==> src/rtl/mm_run_ctrl_if.sv <==
// Host and back-end signal bundle for mm_run_ctrl.
// The master side is the host/back-end side and the slave side is the sequencer.
interface mm_run_ctrl_if #(
   parameter int N_OUT = 2,
   parameter int CNT_W = 16
);
   logic             cfg_we;
   logic [2:0]       cfg_sel;
   logic [CNT_W-1:0] cfg_size;
   logic             start_req;
   logic             abort;
   logic             busy;
   logic             done_irq;
   logic             err;
   logic             timeout;
   logic [N_OUT-1:0] be_start;
   logic [N_OUT-1:0] be_done;
   logic [N_OUT-1:0] be_wr;

   modport master (
      output cfg_we, cfg_sel, cfg_size, start_req, abort, be_wr,
      input  busy, done_irq, err, timeout, be_start, be_done
   );

   modport slave (
      input  cfg_we, cfg_sel, cfg_size, start_req, abort, be_wr,
      output busy, done_irq, err, timeout, be_start, be_done
   );
endinterface

==> src/rtl/mm_run_ctrl.sv <==
// Output-side run sequencer: starts N_OUT back-ends, counts their writes, signals completion.
// Optional watchdog abort is enabled by defining MM_RUN_TIMEOUT_EN.
module mm_run_ctrl #(
   parameter int N_OUT = 2,
   parameter int CNT_W = 16,
   parameter int TO_W  = 20
) (
   input logic          aclk,
   input logic          areset,
   mm_run_ctrl_if.slave bus
);

   typedef enum logic [1:0] {IDLE, ARM, RUN, DONE} state_t;

   state_t           state;
   state_t           state_nx;
   logic [CNT_W-1:0] size_cfg [N_OUT];
   logic [CNT_W-1:0] size_act [N_OUT];
   logic [CNT_W-1:0] cnt      [N_OUT];
   logic [N_OUT-1:0] act;
   logic [N_OUT-1:0] cmp;
   logic [N_OUT-1:0] start_q;
   logic [N_OUT-1:0] done_q;
   logic [N_OUT-1:0] open_p;
   logic [N_OUT-1:0] wr_ok;
   logic [N_OUT-1:0] wr_bad;
   logic [N_OUT-1:0] hit;
   logic             err_q;
   logic             to_q;
   logic             stop;
   logic             wd_expire;
   logic             cfg_hit;

   // A port is open while it is part of the run and has not reached its count.
   assign open_p  = act & ~cmp;
   assign wr_ok   = (state == RUN) ? (bus.be_wr & open_p)  : '0;
   assign wr_bad  = (state == RUN) ? (bus.be_wr & ~open_p) : '0;
   assign stop    = (bus.abort && ((state == ARM) || (state == RUN))) || wd_expire;
   assign cfg_hit = bus.cfg_we && (state == IDLE) && (int'(bus.cfg_sel) < N_OUT);

   always_comb begin
      hit = '0;
      for (int i = 0; i < N_OUT; i++) begin
         hit[i] = wr_ok[i] && ((cnt[i] + CNT_W'(1)) == size_act[i]);
      end
   end

   always_ff @(posedge aclk) begin
      if (areset) begin
         state <= IDLE;
      end else begin
         state <= state_nx;
      end
   end

   // DONE is reached one cycle after the last be_done pulse because cmp is registered.
   always_comb begin
      state_nx = state;
      case (state)
         IDLE: if (bus.start_req) state_nx = ARM;
         ARM:  state_nx = stop ? DONE : RUN;
         RUN:  if (stop || (open_p == '0)) state_nx = DONE;
         DONE: state_nx = IDLE;
         default: state_nx = IDLE;
      endcase
   end

   always_ff @(posedge aclk) begin
      if (areset) begin
         for (int i = 0; i < N_OUT; i++) begin
            size_cfg[i] <= '0;
            size_act[i] <= '0;
            cnt[i]      <= '0;
         end
         act     <= '0;
         cmp     <= '0;
         start_q <= '0;
         done_q  <= '0;
         err_q   <= 1'b0;
      end else begin
         done_q <= '0;
         case (state)
            IDLE: begin
               for (int i = 0; i < N_OUT; i++) begin
                  if (cfg_hit && (bus.cfg_sel == 3'(i))) size_cfg[i] <= bus.cfg_size;
               end
               if (bus.start_req) begin
                  for (int i = 0; i < N_OUT; i++) begin
                     size_act[i] <= size_cfg[i];
                     cnt[i]      <= '0;
                     act[i]      <= (size_cfg[i] != '0);
                  end
                  cmp   <= '0;
                  err_q <= 1'b0;
               end
            end
            ARM: begin
               start_q <= stop ? '0 : act;
               if (stop) done_q <= open_p;
            end
            RUN: begin
               for (int i = 0; i < N_OUT; i++) begin
                  if (wr_ok[i]) cnt[i] <= cnt[i] + CNT_W'(1);
               end
               cmp     <= cmp | hit;
               start_q <= open_p & ~hit;
               done_q  <= hit;
               if (wr_bad != '0) err_q <= 1'b1;
               if (stop) begin
                  start_q <= '0;
                  done_q  <= open_p;
               end
            end
            DONE: start_q <= '0;
            default: start_q <= '0;
         endcase
      end
   end

`ifdef MM_RUN_TIMEOUT_EN
   logic [TO_W-1:0] wd;

   // Fires on the cycle the idle count would reach all-ones.
   assign wd_expire = (state == RUN) && (wr_ok == '0) && ((wd + TO_W'(1)) == '1);

   always_ff @(posedge aclk) begin
      if (areset) begin
         wd   <= '0;
         to_q <= 1'b0;
      end else begin
         if ((state == IDLE) && bus.start_req) to_q <= 1'b0;
         if ((state != RUN) || (wr_ok != '0)) begin
            wd <= '0;
         end else begin
            wd <= wd + TO_W'(1);
         end
         if (wd_expire) to_q <= 1'b1;
      end
   end
`else
   assign wd_expire = 1'b0;
   assign to_q      = 1'b0;
`endif

   assign bus.busy     = (state != IDLE);
   assign bus.done_irq = (state == DONE);
   assign bus.err      = err_q;
   assign bus.timeout  = to_q;
   assign bus.be_start = start_q;
   assign bus.be_done  = done_q;

endmodule
==> src/flat_wrapper.sv <==
// flat-port wrapper written by rule: the top's interface ports become plain ports
module mm_run_ctrl_flat 
#(
   parameter int N_OUT = 2,
   parameter int CNT_W = 16,
   parameter int TO_W  = 20
)
  (aclk, areset, bus_cfg_we, bus_cfg_sel, bus_cfg_size, bus_start_req, bus_abort, bus_be_wr, bus_busy, bus_done_irq, bus_err, bus_timeout, bus_be_start, bus_be_done);
  mm_run_ctrl_if #(.N_OUT(N_OUT), .CNT_W(CNT_W)) bus_i ();
  input logic aclk;
  input logic areset;
  input wire logic [$bits(bus_i.cfg_we)-1:0] bus_cfg_we;
  input wire logic [$bits(bus_i.cfg_sel)-1:0] bus_cfg_sel;
  input wire logic [$bits(bus_i.cfg_size)-1:0] bus_cfg_size;
  input wire logic [$bits(bus_i.start_req)-1:0] bus_start_req;
  input wire logic [$bits(bus_i.abort)-1:0] bus_abort;
  input wire logic [$bits(bus_i.be_wr)-1:0] bus_be_wr;
  output wire logic [$bits(bus_i.busy)-1:0] bus_busy;
  output wire logic [$bits(bus_i.done_irq)-1:0] bus_done_irq;
  output wire logic [$bits(bus_i.err)-1:0] bus_err;
  output wire logic [$bits(bus_i.timeout)-1:0] bus_timeout;
  output wire logic [$bits(bus_i.be_start)-1:0] bus_be_start;
  output wire logic [$bits(bus_i.be_done)-1:0] bus_be_done;
  assign bus_i.cfg_we = bus_cfg_we;
  assign bus_i.cfg_sel = bus_cfg_sel;
  assign bus_i.cfg_size = bus_cfg_size;
  assign bus_i.start_req = bus_start_req;
  assign bus_i.abort = bus_abort;
  assign bus_i.be_wr = bus_be_wr;
  assign bus_busy = bus_i.busy;
  assign bus_done_irq = bus_i.done_irq;
  assign bus_err = bus_i.err;
  assign bus_timeout = bus_i.timeout;
  assign bus_be_start = bus_i.be_start;
  assign bus_be_done = bus_i.be_done;
  mm_run_ctrl #(.N_OUT(N_OUT), .CNT_W(CNT_W), .TO_W(TO_W)) u_core (.aclk(aclk), .areset(areset), .bus(bus_i));
endmodule
==> config.mk <==
export PLATFORM = sky130hd
export DESIGN_NAME = mm_run_ctrl_flat
export DESIGN_NICKNAME = d
export VERILOG_FILES = /design/src/rtl/mm_run_ctrl_if.sv /design/src/rtl/mm_run_ctrl.sv /design/src/flat_wrapper.sv
export SDC_FILE = /design/constraint.sdc
export NUM_CORES = 1
export LEC_CHECK = 0
export ABC_AREA = 1
export CORE_MARGIN = 5
export CORE_UTILIZATION = 50
export DETAILED_ROUTE_END_ITERATION = 12
export PLACE_DENSITY_LB_ADDON = 0.08
export SYNTH_ARGS = -nofsm -noshare
export SYNTH_HDL_FRONTEND = slang
export SYNTH_SLANG_ARGS = --single-unit
==> constraint.sdc <==
create_clock -name aclk -period 3.6 [get_ports aclk]
set_input_delay 0.54 -clock aclk [delete_from_list [all_inputs] [get_ports aclk]]
set_output_delay 0.54 -clock aclk [all_outputs]
set_load 0.05 [all_outputs]
Yosys cells after proc, flatten, opt, wreduce, memory -nomap -nowiden
Memories as Yosys holds them, arrays and structs flattened.
Index checks and enable logic that the tools add are counted.
- register bits: 11
- RAM bits: 96
- input port bits: 26
- output and inout bits: 8
- memories kept: 3
- memories (memory ; words ; width ; read ports ; clocked after memory_dff ; write ports ; line ; text):
    u_core.cnt ; 2 ; 16 ; 2 ; 0 ; 2 ; mm_run_ctrl.sv:19 ; logic [CNT_W-1:0] cnt [N_OUT];
    u_core.size_act ; 2 ; 16 ; 2 ; 0 ; 2 ; mm_run_ctrl.sv:18 ; logic [CNT_W-1:0] size_act [N_OUT];
    u_core.size_cfg ; 2 ; 16 ; 2 ; 0 ; 2 ; mm_run_ctrl.sv:17 ; logic [CNT_W-1:0] size_cfg [N_OUT];
- add/sub/neg operators: 2
- $lt $le $gt $ge: 1
- eq/ne operators: 9
- muxes and demuxes: 47
- bitwise operators: 16
- reduce and logical (&&, ||, !) cells: 22
- operator list (operator ; number):
    16-bit two-way mux ; 8
    16-bit by 1-bit adder with 16-bit output (second input constant) ; 2
    16-bit equality test ; 2
    16-bit nonzero test ; 2
    1-bit two-way mux ; 25
    2-bit two-way mux ; 9
    2-bit bitwise AND ; 4
    1-bit bitwise OR ; 8
    2-bit case mux with 2 select lines ; 2
    2-bit case mux with 4 select lines ; 1
    1-bit logical AND ; 7
    2-bit inequality test (second input constant) ; 3
    2-bit inverter ; 3
    2-bit case mux with 3 select lines ; 1
    2-bit AND reduction ; 3
    2-bit nonzero test ; 3
    2-bit equality test (second input constant) ; 2
    2-bit zero test ; 2
    3-bit by 1-bit equality test with 1-bit output (second input constant) ; 1
    3-bit zero test ; 1
    3-bit by 2-bit less-than comparator with 1-bit output (second input constant) ; 1
    3-bit AND reduction ; 1
    3-bit nonzero test ; 1
    2-bit by 1-bit equality test with 1-bit output (second input constant) ; 1
    3 further kinds ; 4

Depth between registers and ports, before layout
Gate-level depths: netlist (run 1).
- depth after elaboration: 9
- mapped depth: 16
- depth with buffers taken out: 16

Worst setup path after synthesis (run 1)
Ideal clock, no wire load.
- kind: reg2reg
- from: register u_core.state[0]
- to: memory u_core.cnt[0][0] (enable)
- arrival time: 2222 ps
- slack: 966 ps
- cell stages (with the launch flop): 9
- path buffers: 1
- period minus slack after synthesis: 2634 ps
- cell sequence: dfxtp_1 > inv_1 > ha_1 > buf_4 > inv_2 > nor3_2 > nand2_1 > nand2_1 > o21ai_0
- RTL lines (what ; line ; text):
    start: declaration ; mm_run_ctrl.sv:15 ; state_t state;
    start signal: assignment ; mm_run_ctrl.sv:52 ; state <= state_nx;
    end: declaration ; mm_run_ctrl.sv:19 ;

Worst setup path after layout (run 1)
- from: register u_core.state[0]
- to: output port bus_busy
- longest elaborated chain between the ends: 1
- ends and longest elaborated chain (what ; line ; text):
    2-bit nonzero test ; mm_run_ctrl.sv:145 ; assign bus.busy = (state != IDLE);
    end: declaration ; flat_wrapper.sv:18 ; output wire logic [$bits(bus_i.busy)-1:0] bus_busy;
Every way passes these cells.

==> impl_metrics.csv, run 1 <==
group,metric,value,unit
run_status,outcome,"finished clean",
drt,final_antenna_net_count,0,
grt,grt_pass1_wl,20.08,mm
yosys,synth_seq_area_share,54.10,%
floorplanning,dieArea,13710,sq um
floorplanning,core,11320,sq um
drt,wirelength,12.14,mm
final_layout,fill_cells,1012,
floorplanning,dieHeight,117.1,microns
power_and_ir_drop,cellPowerDensity,602.8,nW/um^2
clock_network,cts_sinks,107,
floorplanning,die_w,117.1,microns
setup_path,start_kind,"flop",
drt,drt_first_pass_iters,5,
placement,place_congestion,0.8541,
yosys,syn_avg_cell_area,8.586,sq um
placement,io_buffer_count,32,
floorplanning,io-pin-count,34,
clock_network,htreeDepth,3,
setup_path,crit_start,"u_core.state[0]$_SDFFE_PP0P_",
sta,finalCriticalPeriod,2.646,ns
setup_path,r2r-start,"u_core.cnt[0][16]$_SDFFCE_PP0P_",
final_layout,drive_above_1_share,7.163,%
clock_network,clk_pin_slew,0.08,ns
yosys,syn-num-nets,701,
clock_network,insertion_delay,0.35,ns
sta,fmax,377.9,MHz
sta,setup_tns,0,ns
power_and_ir_drop,power_leakage,0.002775,uW
grt,grt_overflow,0,
setup_path,worstPathArrival,2.11,ns
final_layout,fin_nets,740,
clock_network,cts_tree,"yes",
sta,worst_pin_slew,0.9021,ns
grt,first_global_vias,4099,
floorplanning,start_util,50.66,%
drt,wl_per_cell,14.20,microns
sta,finClkSkew,0.007054,ns
clock_network,cts_made_buffers,9,
setup_path,crit_required,3.06,ns
sta,hold_viol_final,0,
yosys,yosysWarnings,0,
yosys,synthCells,668,
yosys,synth_edf_count,96,
sta,slew_violations,0,
clock_network,cts_root_buf,"clkbuf_16",
sta,fin_crit_sh,73.50,%
yosys,ys_seq_elements,107,
grt,antenna_found_initial,0,
drt,via_per_inst,5.013,
drt,drtIter0Drc,358,
drt,route.detailed.drc,0,
final_layout,post-route-util,57.70,%
floorplanning,core.rowCount,39,
yosys,ys.flop_type,"edfxtp_1",
yosys,synth_area,5736,sq um
grt,grt_max_degree,35,
final_layout,n_antenna_cell,0,
min_path,worstHoldStart,"u_core.bus.err$_SDFFE_PP0P_",
placement,hpwl,9.484,mm
clock_network,cts_hold_buf,0,
power_and_ir_drop,ir_drop,0.4875,mV
clock_network,postCtsSetupBuffers,0,
job,maxCapViolCount,0,
sta,rsz0062_at_grt,"no",
grt,grt.total_usage,19.13,%
yosys,synthDistinctLibCells,40,
placement,place_area,6231,sq um
setup_path,critical_path_class,"flop to primary output",
drt,route.vias.total,4286,
yosys,async_flop_share,0,%
setup_path,cp-end-kind,"primary output",
sta,relSlewSlack,39.80,%
min_path,hp-class,"flop to flop",
final_layout,fin_area,6533,sq um
sta,setup_viol,0,
setup_path,critical_path_peak_fanout,6,
clock_network,cts_resized,0,
final_layout,area_growth,13.90,%
clock_network,cts_buffer_depth,2,
## layout by cell type, fill, tap and decap left out, drive strengths merged
master	n
nor3	9
nand3	39
dfxtp	11
inv	127
xor3	1
or2	4
a21oi	19
nor2b	1
o21bai	1
conb	1
nor4	2
nand2	160
o211ai	1
o221ai	1
buf	5
clkbuf	9
nor2	125
ha	7
clkdlybuf4s50	32
nand3b	9
clkinv	2
o21ai	11
edfxtp	96
nand4	21
o22ai	1
xnor3	2
xor2	6
xnor2	6
and3	1
a21boi	1
a2111oi	1
## metrics by stage
step                setup WS [ns]  total power [uW]  hold slack [ns]  cells
finish                     0.9541              3938           0.4667    855
global route               0.8435              4186           0.4857    855
CTS                        0.9352              3959           0.4687    855
detailed placement          1.219              2965           0.4548    839
global placement            1.252              2959           0.4481    839
floorplan                  0.9664              2600           0.4374    668
## per-layer routing
metal	global-route usage (%)	part of all wire (%)
met4	6.116	1.4
met1	27.57	49
met3	2.982	3.1
met5	0	0
met2	29.92	47
## critical path: stages (launching register included)
cell and delay, ns:
dfxtp_1 0.40, inv_1 0.10, ha_1 0.28, inv_1 0.15, clkdlybuf4s50_1 0.82
## path summary, 6_finish.rpt
| kind | end | slack (ns) | depth (start not counted) |
|---|---|---|---|
| max reg2reg | u_core.bus.be_start[1]$_SDFFE_PP0P_ | 1.37 | 13 |
| min reg2reg | u_core.bus.err$_SDFFE_PP0P_ | 0.47 | 2 |
| min | u_core.bus.err$_SDFFE_PP0P_ | 0.47 | 2 |
| max | bus_busy | 0.95 | 4 |
## cell type report
| class | count | area, sq um | area share, % |
|---|---|---|---|
| Sequential cell | 107 | 3103 | 47.50 |
| Tap cell | 143 | 178.9 | 2.739 |
| Clock buffer | 9 | 225.2 | 3.448 |
| Timing Repair Buffer | 37 | 357.8 | 5.478 |
| Clock inverter | 7 | 76.32 | 1.168 |
| Multi-Input combinational cell | 430 | 2133 | 32.66 |
| Inverter | 122 | 457.9 | 7.010 |
## report_power, final
| part | switching, uW | total (uW) | internal (uW) |
|---|---|---|---|
| Combinational | 746 | 1120 | 374 |
| Clock | 503 | 1000 | 498 |
| Sequential | 186 | 1820 | 1630 |
## logic make-up after synthesis
| group | Yosys count | synth area share [%] |
|---|---|---|
| other cells | 1 | 0.06538 |
| fa+ha+maj | 7 | 1.527 |
| compound gates | 36 | 3.556 |
| xor+xnor | 15 | 3.032 |
| buf+inv | 131 | 8.704 |
| flops | 107 | 54.10 |
| simple gates | 371 | 29.01 |
## registers in the layout (all words and copies together), names as in the netlist
signal,cells
u_core.act,2
u_core.state,2
u_core.bus.be_start,2
u_core.size_act,32
u_core.bus.err,1
u_core.cnt,32
u_core.bus.be_done,2
u_core.size_cfg,32
u_core.cmp,2
## Yosys cell counts, drive strengths merged (2+ instances only)
library cell / count / area share, %
nand2: 160 / 11
nor2: 125 / 9.1
inv: 122 / 8.0
edfxtp: 96 / 50
nand3: 39 / 3.6
nand4: 21 / 2.3
a21oi: 19 / 1.8
dfxtp: 11 / 3.8
o21ai: 11 / 0.96
nand3b: 9 / 1.2
nor3: 9 / 1.1
ha: 7 / 1.5
xnor2: 6 / 0.92
xor2: 6 / 0.92
buf: 5 / 0.46
clkbuf: 4 / 0.26
or2: 4 / 0.44
nor4: 2 / 0.22
xnor3: 2 / 0.79
Power figures use the tool's default switching activity.
==> run 2, diff against run 1 <==
Clock period 3.6 ns to 2.2 ns, I/O delays scaled along.
==> run 2 against run 1 <==
Effect of this change:
- die area did not move
- clock-buffer cell count did not move
- global-route usage fell by 0.052 points
- routed wire length rose by 0.71%
- worst setup slack got worse by 0.85 ns
- clock skew fell by 0.00060 ns
- hold slack got worse by 0.0047 ns
- largest cell class unchanged
- via count rose by 2.0%
- register-to-register slack got worse by 1.2 ns
- highest routed layer unchanged
- sequential power rose by 64%
==> impl_metrics.csv, run 2 (same netlist as run 1, synthesis figures left out) <==
group,metric,value,unit
clock_network,cts_sinks,107,
sta,setup_viol,0,
grt,first_global_vias,4196,
floorplanning,die_w,117.1,microns
placement,hpwl,9.402,mm
final_layout,fill_cells,1006,
final_layout,top_regs,"u_core.cnt: 32 flops, u_core.size_act: 32 flops, u_core.size_cfg: 32 flops",
placement,placed_cells,848,
drt,via_per_inst,5.046,
floorplanning,core,11320,sq um
sta,finalCriticalPeriod,2.099,ns
floorplanning,io-pin-count,34,
power_and_ir_drop,ir_drop,0.6260,mV
power_and_ir_drop,power_leakage,0.002855,uW
drt,wirelength,12.23,mm
setup_path,crit_required,1.87,ns
min_path,hp-class,"flop to flop",
floorplanning,core.rowCount,39,
floorplanning,dieHeight,117.1,microns
placement,place_congestion,0.8765,
final_layout,fin_nets,752,
run_status,outcome,"finished clean",
clock_network,cts_made_buffers,9,
drt,wl_met2,5.691,mm
job,maxCapViolCount,0,
clock_network,htreeDepth,3,
setup_path,critical_path_peak_fanout,4,
sta,worst_pin_slew,0.5528,ns
drt,dr_wl_met3,476,microns
final_layout,layout_common_cells,"nand2_1, inv_1, nor2_1",
setup_path,worstPathArrival,1.77,ns
sta,fin_crit_sh,95.43,%
drt,route.detailed.drc,0,
final_layout,final_cells,866,
floorplanning,start_util,50.66,%
sta,setup_ws,0.1006,ns
clock_network,clk_pin_slew,0.07,ns
sta,relSlewSlack,62.81,%
clock_network,cts_root_buf,"clkbuf_16",
placement,io_buffer_count,32,
final_layout,final_common_cell,"nand2_1",
grt,grt.total_usage,19.08,%
drt,wl_per_cell,14.12,microns
setup_path,cp-end-kind,"primary output",
setup_path,start_kind,"flop",
sta,finClkSkew,0.006458,ns
grt,grt_overflow,0,
placement,pre_cts_ws,-0.05857,ns
sta,hold_viol_final,0,
drt,drt_first_pass_iters,4,
final_layout,fin_area,6713,sq um
sta,slew_violations,0,
final_layout,area_growth,17.04,%
drt,wl_met1,5.886,mm
clock_network,insertion_delay,0.35,ns
grt,antenna_found_initial,0,
grt,grt_pass1_wl,20.19,mm
sta,rsz0062_at_grt,"no",
placement,place_area,6346,sq um
drt,route.vias.total,4370,
drt,highest_layer,"met4",
final_layout,drive_above_1_share,10.10,%
drt,final_antenna_net_count,0,
sta,fmax,476.3,MHz
drt,drtIter0Drc,340,
clock_network,cts_buffer_depth,2,
grt,grt_max_degree,35,
power_and_ir_drop,cellPowerDensity,980.1,nW/um^2
clock_network,cts_tree,"yes",
sta,setup_tns,0,ns
clock_network,cts_hold_buf,0,
setup_path,critical_path_class,"flop to primary output",
final_layout,n_antenna_cell,0,
floorplanning,dieArea,13710,sq um
final_layout,post-route-util,59.29,%
run 2: critical path, stage by stage, from the launching register on:
cell and delay (ns):
dfxtp_2 0.38, ha_1 0.22, clkdlybuf4s50_1 0.82
run 2: worst paths after layout:
path	cells after the start	to	slack, ns	start
worst max-delay path	2	bus_done_irq	0.10	u_core.state[1]$_SDFFE_PP0P_
worst min-delay path	2	u_core.bus.err$_SDFFE_PP0P_	0.46	u_core.bus.err$_SDFFE_PP0P_
worst max register to register	14	u_core.bus.be_done[0]$_SDFF_PP0_	0.18	u_core.cnt[0][1]$_SDFFCE_PP0P_
worst min register to register	2	u_core.bus.err$_SDFFE_PP0P_	0.46	u_core.bus.err$_SDFFE_PP0P_
run 2: where the power goes:
part | switching (uW) | total, uW | leakage [uW] | internal (uW)
clock network | 738 | 1620 | 0.000141 | 881
logic | 1260 | 1980 | 0.00160 | 721
registers | 311 | 2980 | 0.00111 | 2670
total | 2300 | 6580 | 0.00285 | 4270
run 2: per-stage QoR:
| stage | power (uW) | hold slack (ns) |
|---|---|---|
| 2_1_floorplan | 4253 | 0.3991 |
| 3_3_place_gp | 4869 | 0.4440 |
| 5_1_grt | 6958 | 0.4910 |
| 4_1_cts | 6510 | 0.4635 |
| 6_report | 6579 | 0.4620 |
| 3_5_place_dp | 4900 | 0.4521 |
run 2: routing by layer:
layer,up-vias,GRT usage (%)
li1,2243,-
met1,2016,27.00
met2,91,30.68
met3,20,2.879
met4,0,5.657
met5,-,0
run 2: layout make-up:
type                            count  area (sq um)  share of cell area, %
Multi-Input combinational cell    430          2183                  32.53
Sequential cell                   107          3105                  46.26
Clock buffer                        9         225.2                  3.355
Timing Repair Buffer               49         495.5                  7.381
Inverter                          122         457.9                  6.822
Tap cell                          143         178.9                  2.665
Clock inverter                      6         66.31                 0.9879
run 2: what timing repair did:
item	in CTS	in global routing
endpoints found under the setup margin	3	5
endpoints found under the hold margin	0	0
pin swaps	0	3
setup buffers	0	3
gates resized for setup	1	11
==> run 3, diff against run 2 <==
Settings changed: REMOVE_ABC_BUFFERS set to 1.
==> run 3 against run 2 <==
Effect of this change:
- hold slack improved by 0.0077 ns
- clock-buffer cell count is the same
- sequential cell count stayed put
- clock power up 7%
- critical path type is now flop to flop
- core utilization up 0.15 points
- via count is 1.9% higher
- combinational power about the same
- critical path depth rose by 10
- clock skew rose by 0.0027 ns
- final cell count grew 0.12%
- die area stayed put
- non-clock buffer count is 1 higher
==> impl_metrics.csv, run 3 (same netlist as run 1, synthesis figures left out) <==
group,metric,value,unit
final_layout,final_common_cell,"nand2_1",
placement,io_buffer_count,32,
setup_path,critical_path_class,"flop to flop",
grt,grt_pass1_wl,20.73,mm
clock_network,insertion_delay,0.35,ns
setup_path,r2r-start,"u_core.cnt[0][17]$_SDFFCE_PP0P_",
setup_path,critical_path_peak_fanout,5,
floorplanning,die_w,117.1,microns
setup_path,crit_start,"u_core.cnt[0][17]$_SDFFCE_PP0P_",
final_layout,regArea,3103,sq um
grt,grt_max_degree,34,
power_and_ir_drop,power_leakage,0.002899,uW
job,maxCapViolCount,0,
placement,placed_cells,849,
clock_network,cts_hold_buf,0,
drt,wl_per_cell,14.54,microns
power_and_ir_drop,ir_drop,0.6596,mV
floorplanning,dieArea,13710,sq um
sta,holdWs,0.4697,ns
final_layout,fin_area,6730,sq um
drt,wirelength,12.61,mm
setup_path,cp_cell_sequence,"ha_1, nand3_1, nor2_4, nand2_1, nand2_1, nand2_1, xnor2_1, nand4_1, nor2_2, nand2_1, nand2_1, a21oi_2",
final_layout,area_growth,17.34,%
sta,finClkSkew,0.009144,ns
setup_path,crit_slowest_cell,"edfxtp_1",
setup_path,cp-end-kind,"flop",
floorplanning,core,11320,sq um
final_layout,top_regs,"u_core.cnt: 32 flops, u_core.size_act: 32 flops, u_core.size_cfg: 32 flops",
grt,first_global_vias,4333,
min_path,hp-class,"flop to flop",
power_and_ir_drop,cellPowerDensity,993.2,nW/um^2
final_layout,fin_nets,753,
setup_path,reg2reg_slack,0.21,ns
final_layout,layout_common_cells,"nand2_1, inv_1, nor2_1",
drt,drt_first_pass_iters,5,
sta,finalCriticalPeriod,1.994,ns
floorplanning,core.rowCount,39,
drt,via_per_inst,5.137,
setup_path,critPathTopFamily,"simple AND/OR/NAND/NOR gates",
drt,final_antenna_net_count,0,
clock_network,clk_pin_slew,0.07,ns
power_and_ir_drop,fin_total_pwr,6685,uW
sta,worst_pin_slew,0.5319,ns
floorplanning,io-pin-count,34,
final_layout,multi_input_comb_area,2170,sq um
setup_path,crit_required,2.43,ns
clock_network,cts_sinks,107,
floorplanning,dieHeight,117.1,microns
clock_network,cts_root_buf,"clkbuf_16",
clock_network,cts_buffer_depth,2,
setup_path,worstPathArrival,2.23,ns
sta,fmax,501.6,MHz
placement,place_area,6354,sq um
grt,grt_overflow,0,
drt,route.vias.total,4454,
sta,rsz0062_at_grt,"yes",
setup_path,crit_path_max_incr_delay,0.36,ns
placement,hpwl,9.647,mm
clock_network,cts_made_buffers,9,
floorplanning,start_util,50.66,%
setup_path,critical_path.most_common_cell,"nand2_1",
setup_path,start_kind,"flop",
final_layout,post-route-util,59.45,%
drt,route.detailed.drc,0,
grt,antenna_found_initial,0,
sta,fin_crit_sh,90.62,%
final_layout,fill_cells,1015,
drt,drtIter0Drc,252,
sta,setup_viol,0,
final_layout,drive_above_1_share,9.530,%
sta,hold_viol_final,0,
sta,relSlewSlack,64.43,%
final_layout,final_cells,867,
clock_network,cts_tree,"yes",
placement,place_congestion,0.9553,
clock_network,htreeDepth,3,
run_status,outcome,"finished clean",
setup_path,path_buf_inv,0,
grt,grt.total_usage,19.75,%
min_path,worstHoldStart,"u_core.cmp[1]$_SDFFE_PP0P_",
sta,slew_violations,0,
final_layout,n_antenna_cell,0,
## run 3: changes by cell type in the layout (fill, tap and decap cells not counted), sizes merged
cell and change:
buf +1, dlymetal6s2s +1, bufinv +1, clkinv -1
clkdlybuf4s50 -1
## run 3: what timing repair did
item | in CTS | in global routing
endpoints found under the setup margin | 0 | 7
gates resized for setup | 0 | 8
hold endpoints to repair | 0 | 0
setup buffers | 0 | 3
## run 3: final timing paths
check,end,cells after the start
max,u_core.bus.be_start[1]$_SDFFE_PP0P_,12
min,u_core.cmp[1]$_SDFFE_PP0P_,2
max reg2reg,u_core.bus.be_start[1]$_SDFFE_PP0P_,12
min reg2reg,u_core.cmp[1]$_SDFFE_PP0P_,2
## run 3: power breakdown
| part | total [uW] | internal (uW) | leakage (uW) | switching [uW] |
|---|---|---|---|---|
| sequential | 2940 | 2670 | 0.00111 | 272 |
| combinational | 2010 | 718 | 0.00164 | 1290 |
| clock | 1730 | 996 | 0.000152 | 738 |
## run 3: routing by layer
metal	wire length, microns	global-route usage, %	up-vias
li1	-	-	2244
met1	6155	28.41	2099
met2	5631	30.64	98
met3	653	3.548	13
met4	170	6.193	0
met5	0	0	-
## run 3: layout make-up
class / instances / share of cell area (%)
Sequential cell: 107 / 46.11
Multi-Input combinational cell: 430 / 32.24
Timing Repair Buffer: 50 / 7.511
Inverter: 122 / 6.804
Clock buffer: 9 / 3.346
Tap cell: 143 / 2.658
Clock inverter: 6 / 1.339
## run 3: worst register-to-register path, stage by stage (launching register included)
cell and delay, ns:
edfxtp_1 0.36, ha_1 0.19, nand3_1 0.16, nor2_4 0.18, nand2_1 0.07, nand2_1 0.08
nand2_1 0.08, xnor2_1 0.19, nand4_1 0.22, nor2_2 0.17, nand2_1 0.06, nand2_1 0.07
a21oi_2 0.05
## run 3: per-stage QoR
| step | setup TNS [ns] | setup WS [ns] |
|---|---|---|
| global route | 0 | 0.0002429 |
| CTS | 0 | 0.02407 |
| floorplan | -17.40 | -0.4112 |
| global placement | 0 | 0.04456 |
| detailed placement | 0 | 0.04289 |
| finish | 0 | 0.2063 |
